File: config.mk
export PLATFORM = sky130hd
export DESIGN_NAME = fifo_read_ctrl
export DESIGN_NICKNAME = d
export VERILOG_FILES = /design/src/rtl/fifo_read_ctrl.sv
export SDC_FILE = /design/constraint.sdc
export NUM_CORES = 1
export LEC_CHECK = 0
export CAP_MARGIN = 15
export CORE_ASPECT_RATIO = 1.75
export CORE_MARGIN = 4
export CORE_UTILIZATION = 46
export DETAILED_ROUTE_END_ITERATION = 16
export PLACE_DENSITY_LB_ADDON = 0.25
export SLEW_MARGIN = 20
export SYNTH_ARGS = -nofsm -noshare
export SYNTH_HDL_FRONTEND = slang
export SYNTH_SLANG_ARGS = --single-unit
File: constraint.sdc
create_clock -name r_clk -period 2.5 [get_ports r_clk]
set_input_delay 0.375 -clock r_clk [delete_from_list [all_inputs] [get_ports r_clk]]
set_output_delay 0.375 -clock r_clk [all_outputs]
set_load 0.005 [all_outputs]
File: src/rtl/fifo_read_ctrl.sv
// Read-side drain controller for the dual-clock FIFO: issues read strobes, captures
// 1-cycle-latency read data into a 2-entry skid buffer and streams it out over valid/ready.
module fifo_read_ctrl #(
    parameter int SIZE  = 8,
    parameter int CNT_W = 16
) (
    input  logic             r_clk,
    input  logic             n_rst,
    input  logic             enable,
    input  logic             e_flag,
    input  logic [SIZE-1:0]  fifo_data,
    output logic             rd_en,
    output logic [SIZE-1:0]  out_data,
    output logic             out_valid,
    input  logic             out_ready,
    output logic             busy,
    output logic [CNT_W-1:0] word_count,
    output logic [SIZE-1:0]  checksum,
    output logic [1:0]       dbg_state
);

    typedef enum logic [1:0] {
        IDLE  = 2'd0,
        RUN   = 2'd1,
        FLUSH = 2'd2
    } state_t;

    state_t          state;
    state_t          state_nxt;
    logic            rd_pending;
    logic [1:0]      occ;
    logic [SIZE-1:0] buf_mem [2];
    logic            rd_ptr;
    logic            wr_ptr;
    logic            pop;
    logic            capture;
    logic [2:0]      fill_after;

    // Stream handshake: a word transfers on every cycle where out_valid & out_ready;
    // out_valid never drops and out_data never changes until that transfer happens.
    assign pop     = out_valid & out_ready;
    assign capture = rd_pending;

    // Fill the buffer will have once this cycle's capture and pop settle; a new read
    // is safe only while that leaves room for the word it brings back.
    assign fill_after = {1'b0, occ} + {2'b00, rd_pending} - {2'b00, pop};

    always_comb begin
        rd_en = (state == RUN) & enable & ~e_flag & (fill_after < 3'd2);
    end

    always_ff @(posedge r_clk or negedge n_rst) begin
        if (!n_rst) begin
            state <= IDLE;
        end else begin
            state <= state_nxt;
        end
    end

    always_comb begin
        state_nxt = state;
        case (state)
            IDLE: begin
                if (enable) state_nxt = RUN;
            end
            RUN: begin
                if (!enable) state_nxt = FLUSH;
            end
            FLUSH: begin
                if (enable) begin
                    state_nxt = RUN;
                end else if (!rd_pending && occ == 2'd0) begin
                    state_nxt = IDLE;
                end
            end
            default: state_nxt = IDLE;
        endcase
    end

    always_ff @(posedge r_clk or negedge n_rst) begin
        if (!n_rst) begin
            rd_pending <= 1'b0;
            occ        <= 2'd0;
            rd_ptr     <= 1'b0;
            wr_ptr     <= 1'b0;
            buf_mem[0] <= '0;
            buf_mem[1] <= '0;
        end else begin
            rd_pending <= rd_en;
            if (capture) begin
                buf_mem[wr_ptr] <= fifo_data;
                wr_ptr          <= ~wr_ptr;
            end
            if (pop) begin
                rd_ptr <= ~rd_ptr;
            end
            occ <= fill_after[1:0];
        end
    end

    always_ff @(posedge r_clk or negedge n_rst) begin
        if (!n_rst) begin
            word_count <= '0;
            checksum   <= '0;
        end else if (pop) begin
            word_count <= word_count + 1'b1;
            checksum   <= checksum + out_data;
        end
    end

    assign out_valid = (occ != 2'd0);
    assign out_data  = buf_mem[rd_ptr];
    assign busy      = rd_pending | (occ != 2'd0);
    assign dbg_state = state;

    // A capture into a full buffer with no pop would overwrite the head word.
    a_no_overflow: assert property (@(posedge r_clk) disable iff (!n_rst)
        !(capture && occ == 2'd2 && !pop));

    a_no_read_when_empty: assert property (@(posedge r_clk) disable iff (!n_rst)
        !(rd_en && e_flag));

endmodule

==> impl_metrics.ini, run 1 <==
[status]
status = complete, but fails checks
violations = setup timing

[place]
hpwl_um = 3840
io_buffers = 49
dpl_cell_area_mm2 = 0.00296
place_congestion = 0.793
pre_cts_slack_ps = -655

[clock_network]
cts-root-buf = clkbuf_8
cts_buffers = 5
clock_latency_ps = 290
h-tree-depth = 2
clock_sinks = 47
path_clk_slew_ps = 90
cts_tree = yes
cts_buffer_depth = 2

[power_and_ir_drop]
p_clk_frac = 0.127
p_sw_mw = 1.47
pwr-share-comb = 0.545
p_leak_nw = 1.43
power_frac_seq = 0.328
power.density_mw_per_mm2 = 1260
internal_power_mw = 2.49
vdd_drop_max_mv = 0.989
p_sw_frac = 0.371

[detailed_routing]
vias_per_cell = 5.49
detail_route.iter0.violations = 72
remaining_drc_errors = 0
dr.pass1.iters = 4
routedWlPerCell_um = 15.4
routed_wl_um = 5030
ant_nets = 0
vias = 1789

[yosys]
netlist_area_mm2 = 0.00235
syn_area_per_cell_um2 = 11.5
seq_area_frac_synth = 0.501
synth_xor_area_frac = 0.0747
synth.area.mux_share = 0.119
synthSimpleGateAreaFrac = 0.132
async_reset_ff_frac = 1.00
synthFlopType = dfrtp_1
yosysMostFrequentCell = dfrtp_1
synthTopCellsByArea = dfrtp_1 50%, mux2_2 12%, ha_1 5.3%
synth_common_cells = 47 x dfrtp_1, 24 x mux2_2, 22 x nand2_1
yosys.cell_types.count = 39
syn_nets = 229
synth.yosys.warnings = 0
synth-edff-count = 0
syn_inst = 204
synth_top_cell_by_area = dfrtp_1
synth_compound_area_frac = 0.0763
synth_top_family_by_area = simple AND/OR/NAND/NOR gates
netlist.area_leader.share = 0.501
yosys_register_bits = 47
synth_fa_ha_area_frac = 0.0704

[sta]
rsz0062_at_grt = yes
clock_skew_ps = 3.61
setup_viol = 1
fin_crit_ps = 2660
relSlewSlack = 0.709
tightest_slew_ps = 424
setup_tns_ps = -164
min_period_over_period = 1.07
hold_viol = 0
slew_viol_final = 0
max_freq_mhz = 375
timing.final.ws_setup_ps = -164

[floorplan]
die_w_um = 62.0
die_h_um = 102
dieArea_mm2 = 0.00635
rows = 34
initial_utilization = 0.471
io_pins = 50
coreArea_mm2 = 0.00498

[cells_and_area]
design_area_mm2 = 0.00314
drive_above_1_share = 0.213
layout.nets = 296
antennaDiodeCount = 0
syn2layout_area_growth_pct = 34.0

[global_routing]
grt_max_degree = 20
grt_pass1_vias = 1800
grt_remaining_overflow = 0
grt_use_total = 0.174
antenna_found_initial = 0
grt_pass1_wl_um = 8210

[critical_path]
critPathMaxFanout = 2
worst_ep_arrival_time_ps = 2290
crit_required_ps = 2120
critical_path_class = reg -> out
crit_path_start_kind = flop
crit_path_end_kind = primary output

[flow_run]
maxCapViolCount = 0

[hold_path]
hold_class = reg -> reg
critical path, stage by stage (launching register included):
cell	delay, ps
dfrtp_1	420
o21ai_4	170
inv_2	70
ha_4	250
inv_2	40
ha_4	140
fa_2	450
nor4_4	300
buf_2	160
through the flow:
step                hold slack (ps)  total power [mW]  cells   util
CTS                             478              3.97    323  0.625
global placement                279              3.38    312  0.595
floorplan                      79.4              2.54    204      -
detailed placement              287              3.41    312  0.595
finish                          472              3.96    326  0.631
global route                    509              4.30    326  0.631
state kept, by name (all words and copies together), names as in the netlist:
register,flops
rd_ptr,1
checksum,8
capture,1
word_count,16
dbg_state,2
wr_ptr,1
occ,2
buf_mem,16
cell usage in the layout, fill, tap and decap left out, types with 2 or more instances in the layout:
cell | synthesis | layout
dfrtp_1 | 47 | 47
buf_2 | 3 | 2
nand3_1 | 6 | 6
and3_1 | 7 | 7
ha_4 | 0 | 2
a21o_1 | 3 | 3
nor3_1 | 4 | 4
or4_1 | 2 | 2
a21oi_1 | 6 | 6
o21ai_0 | 4 | 4
mux2_2 | 24 | 24
ha_1 | 10 | 8
nor2_1 | 4 | 4
buf_4 | 0 | 14
xnor2_1 | 14 | 14
nor4_1 | 3 | 2
nand2_1 | 22 | 22
clkdlybuf4s50_1 | 0 | 46
nand4_1 | 5 | 5
a31oi_1 | 3 | 3
clkbuf_8 | 0 | 7
inv_2 | 1 | 2
xor2_1 | 6 | 6
inv_1 | 10 | 9
cells by family after synthesis:
| family | count (synthesis) |
|---|---|
| buf+inv | 15 |
| xor+xnor | 20 |
| mux | 25 |
| fa+ha+maj | 12 |
| compound gates | 26 |
| simple gates | 59 |
| flops | 47 |
area by class of cell:
class | instances | area (um^2)
fill | 407 | 1830
sequential | 47 | 1180
multi-input combinational | 142 | 1160
timing repair buffer | 64 | 594
clock buffer | 7 | 96.3
tap | 54 | 67.6
inverter | 11 | 41.3
clock inverter | 1 | 7.51
final timing paths:
kind,from,endpoint,slack [ps],cells after the start
worst min-delay path,word_count[15],word_count[15],470,1
worst min register to register,word_count[15],word_count[15],470,1
min in group asynchronous,n_rst,word_count[15],500,2
max in group asynchronous,n_rst,word_count[5],1430,3
worst max-delay path,occ[0],rd_en,-160,8
worst max register to register,rd_ptr,checksum[6],190,7
power by group through the flow:
stage,combinational (mW),clock (mW),sequential [mW]
2_1_floorplan,1.28,0,1.26
3_3_place_gp,2.08,0,1.30
3_5_place_dp,2.09,0,1.32
4_1_cts,2.15,0.516,1.30
5_1_grt,2.42,0.547,1.34
6_report,2.16,0.503,1.30
routing by layer:
| metal | vias to the layer above | routed length (um) | global-route usage |
|---|---|---|---|
| met5 | - | 0 | 0 |
| met3 | 8 | 208 | 0.0367 |
| met1 | 877 | 1910 | 0.194 |
| li1 | 861 | - | - |
| met4 | 0 | 138 | 0.0752 |
| met2 | 43 | 2780 | 0.304 |
repair_timing:
item,CTS,global route
hold endpoints to repair,12,0
pin swaps,6,6
buffers inserted,2,3
hold buffers,1,0
gates resized for setup,10,1
endpoints found under the setup margin,1,1
Power figures use the tool's default switching activity.
==> run 2, diff against run 1 <==
Settings changed: ABC_CLOCK_PERIOD_IN_PS set to 2500, HOLD_SLACK_MARGIN set to 0.02.
==> results of run 2 <==
Same layout as run 1: the final DEF is identical, and so are final timing and power.
==> run 3, diff against run 2 <==
Settings changed: CORE_ASPECT_RATIO 1.75 to not set.
==> impl_metrics.ini, run 3 (same netlist as run 1, synthesis figures left out) <==
[floorplan]
die_w_um = 79.4
initial_utilization = 0.487
io_pins = 50
rows = 25
coreArea_mm2 = 0.00482
dieArea_mm2 = 0.00631
die_h_um = 79.4

[critical_path]
rr_startpoint = occ[0]
cp_num_buf_inv = 3
crit_path_end_kind = primary output
cp_cell_sequence = o21ai_4, inv_2, ha_4, inv_4, ha_4, fa_2, nor4_4, buf_2
worst_ep_arrival_time_ps = 2330
critPathMaxFanout = 2
crit_start = occ[0]
cpPeakStageDelay_ps = 440
r2r_end = capture
crit_path_start_kind = flop
crit_required_ps = 2120
r2r_slack_ps = 180
critical_path_class = reg -> out
cpLargestDelayFamily = adder cells
cpMostUsedCell = ha_4
cp_slowest_cell = fa_2
ff2ff_path_depth = 11

[global_routing]
antenna_found_initial = 0
grt_use_total = 0.185
grt_pass1_wl_um = 9040
grt_remaining_overflow = 0
grt_pass1_vias = 1894
grt_max_degree = 48

[power_and_ir_drop]
vdd_drop_max_mv = 0.853
p_leak_nw = 1.46
power.density_mw_per_mm2 = 1280

[place]
io_buffers = 49
place_congestion = 0.749
hpwl_um = 3560
dpl_cell_area_mm2 = 0.00300

[cells_and_area]
mostFrequentLayoutCells = 47 x dfrtp_1, 46 x clkdlybuf4s50_1, 24 x mux2_2, 22 x nand2_1, 14 x xnor2_1
drive_above_1_share = 0.220
antennaDiodeCount = 0
syn2layout_area_growth_pct = 36.6
layout.nets = 297
utilization = 0.665
final_common_cell = dfrtp_1
largestRegisters = buf_mem: 16 flops, word_count: 16 flops, checksum: 8 flops
design_area_mm2 = 0.00320

[hold_path]
hold_class = in -> async

[flow_run]
maxCapViolCount = 0

[detailed_routing]
vias = 1781
dr.pass1.iters = 4
routedWlPerCell_um = 15.0
detail_route.iter0.violations = 103
remaining_drc_errors = 0
routed_wl_um = 5120
vias_per_cell = 5.24
ant_nets = 0

[clock_network]
h-tree-depth = 2
cts_buffer_depth = 2
clock_latency_ps = 300
clock_sinks = 47
cts_tree = yes
holdBufCountCts = 0
cts_buffers = 5
cts-root-buf = clkbuf_8
path_clk_slew_ps = 90

[sta]
slew_viol_final = 0
rsz0062_at_grt = yes
hold_viol = 0
max_freq_mhz = 370
setup_viol = 1
clock_skew_ps = 4.70
timing.final.ws_setup_ps = -201
min_period_over_period = 1.08
tightest_slew_ps = 440
fin_crit_ps = 2700
relSlewSlack = 0.706

[status]
violations = setup timing
status = complete, but fails checks
## run 3: layout make-up
cell class	instances	area, um^2
fill	405	1610
sequential	47	1180
multi-input combinational	142	1160
timing repair buffer	65	619
tap	67	83.8
clock buffer	6	82.6
inverter	11	43.8
clock inverter	2	38.8
## run 3: timing repair
action / CTS / global route
setup endpoints to repair: 1 / 2
hold endpoints to repair: 0 / 0
gates resized for setup: 18 / 1
pin swaps: 7 / 7
gates cloned: 0 / 0
setup buffers: 10 / 2
## run 3: report_power, final
part,switching [mW],internal (mW),leakage [nW]
combinational,0.994,1.21,0.806
clock,0.264,0.329,0.0618
sequential,0.235,1.05,0.588
total,1.49,2.59,1.46
## run 3: stage by stage
| stage | worst slack [ps] | hold WS [ps] | TNS (ps) | std cells | total power, mW |
|---|---|---|---|---|---|
| after detailed placement | -745 | 378 | -765 | 326 | 3.40 |
| after global placement | -624 | 380 | -624 | 326 | 3.35 |
| after CTS | -380 | 47.7 | -644 | 343 | 4.10 |
| final | -201 | 26.3 | -201 | 340 | 4.09 |
| after floorplan | 16.2 | 79.4 | 0 | 204 | 2.54 |
| after global routing | -328 | 50.1 | -328 | 340 | 4.44 |
## run 3: how the worst max path moves through the flow
stage / to / depth (start not counted)
after CTS: rd_en / 10
after global placement: rd_en / 9
after floorplan: rd_en / 8
after global routing: rd_en / 10
after detailed placement: rd_en / 9
final: rd_en / 8
## run 3: metal layers
metal / vias to the layer above / global-route usage / share of wire
li1: 862 / - / -
met1: 851 / 0.232 / 0.43
met2: 57 / 0.307 / 0.49
met3: 11 / 0.0395 / 0.051
met4: 0 / 0.0842 / 0.024
met5: - / 0 / 0
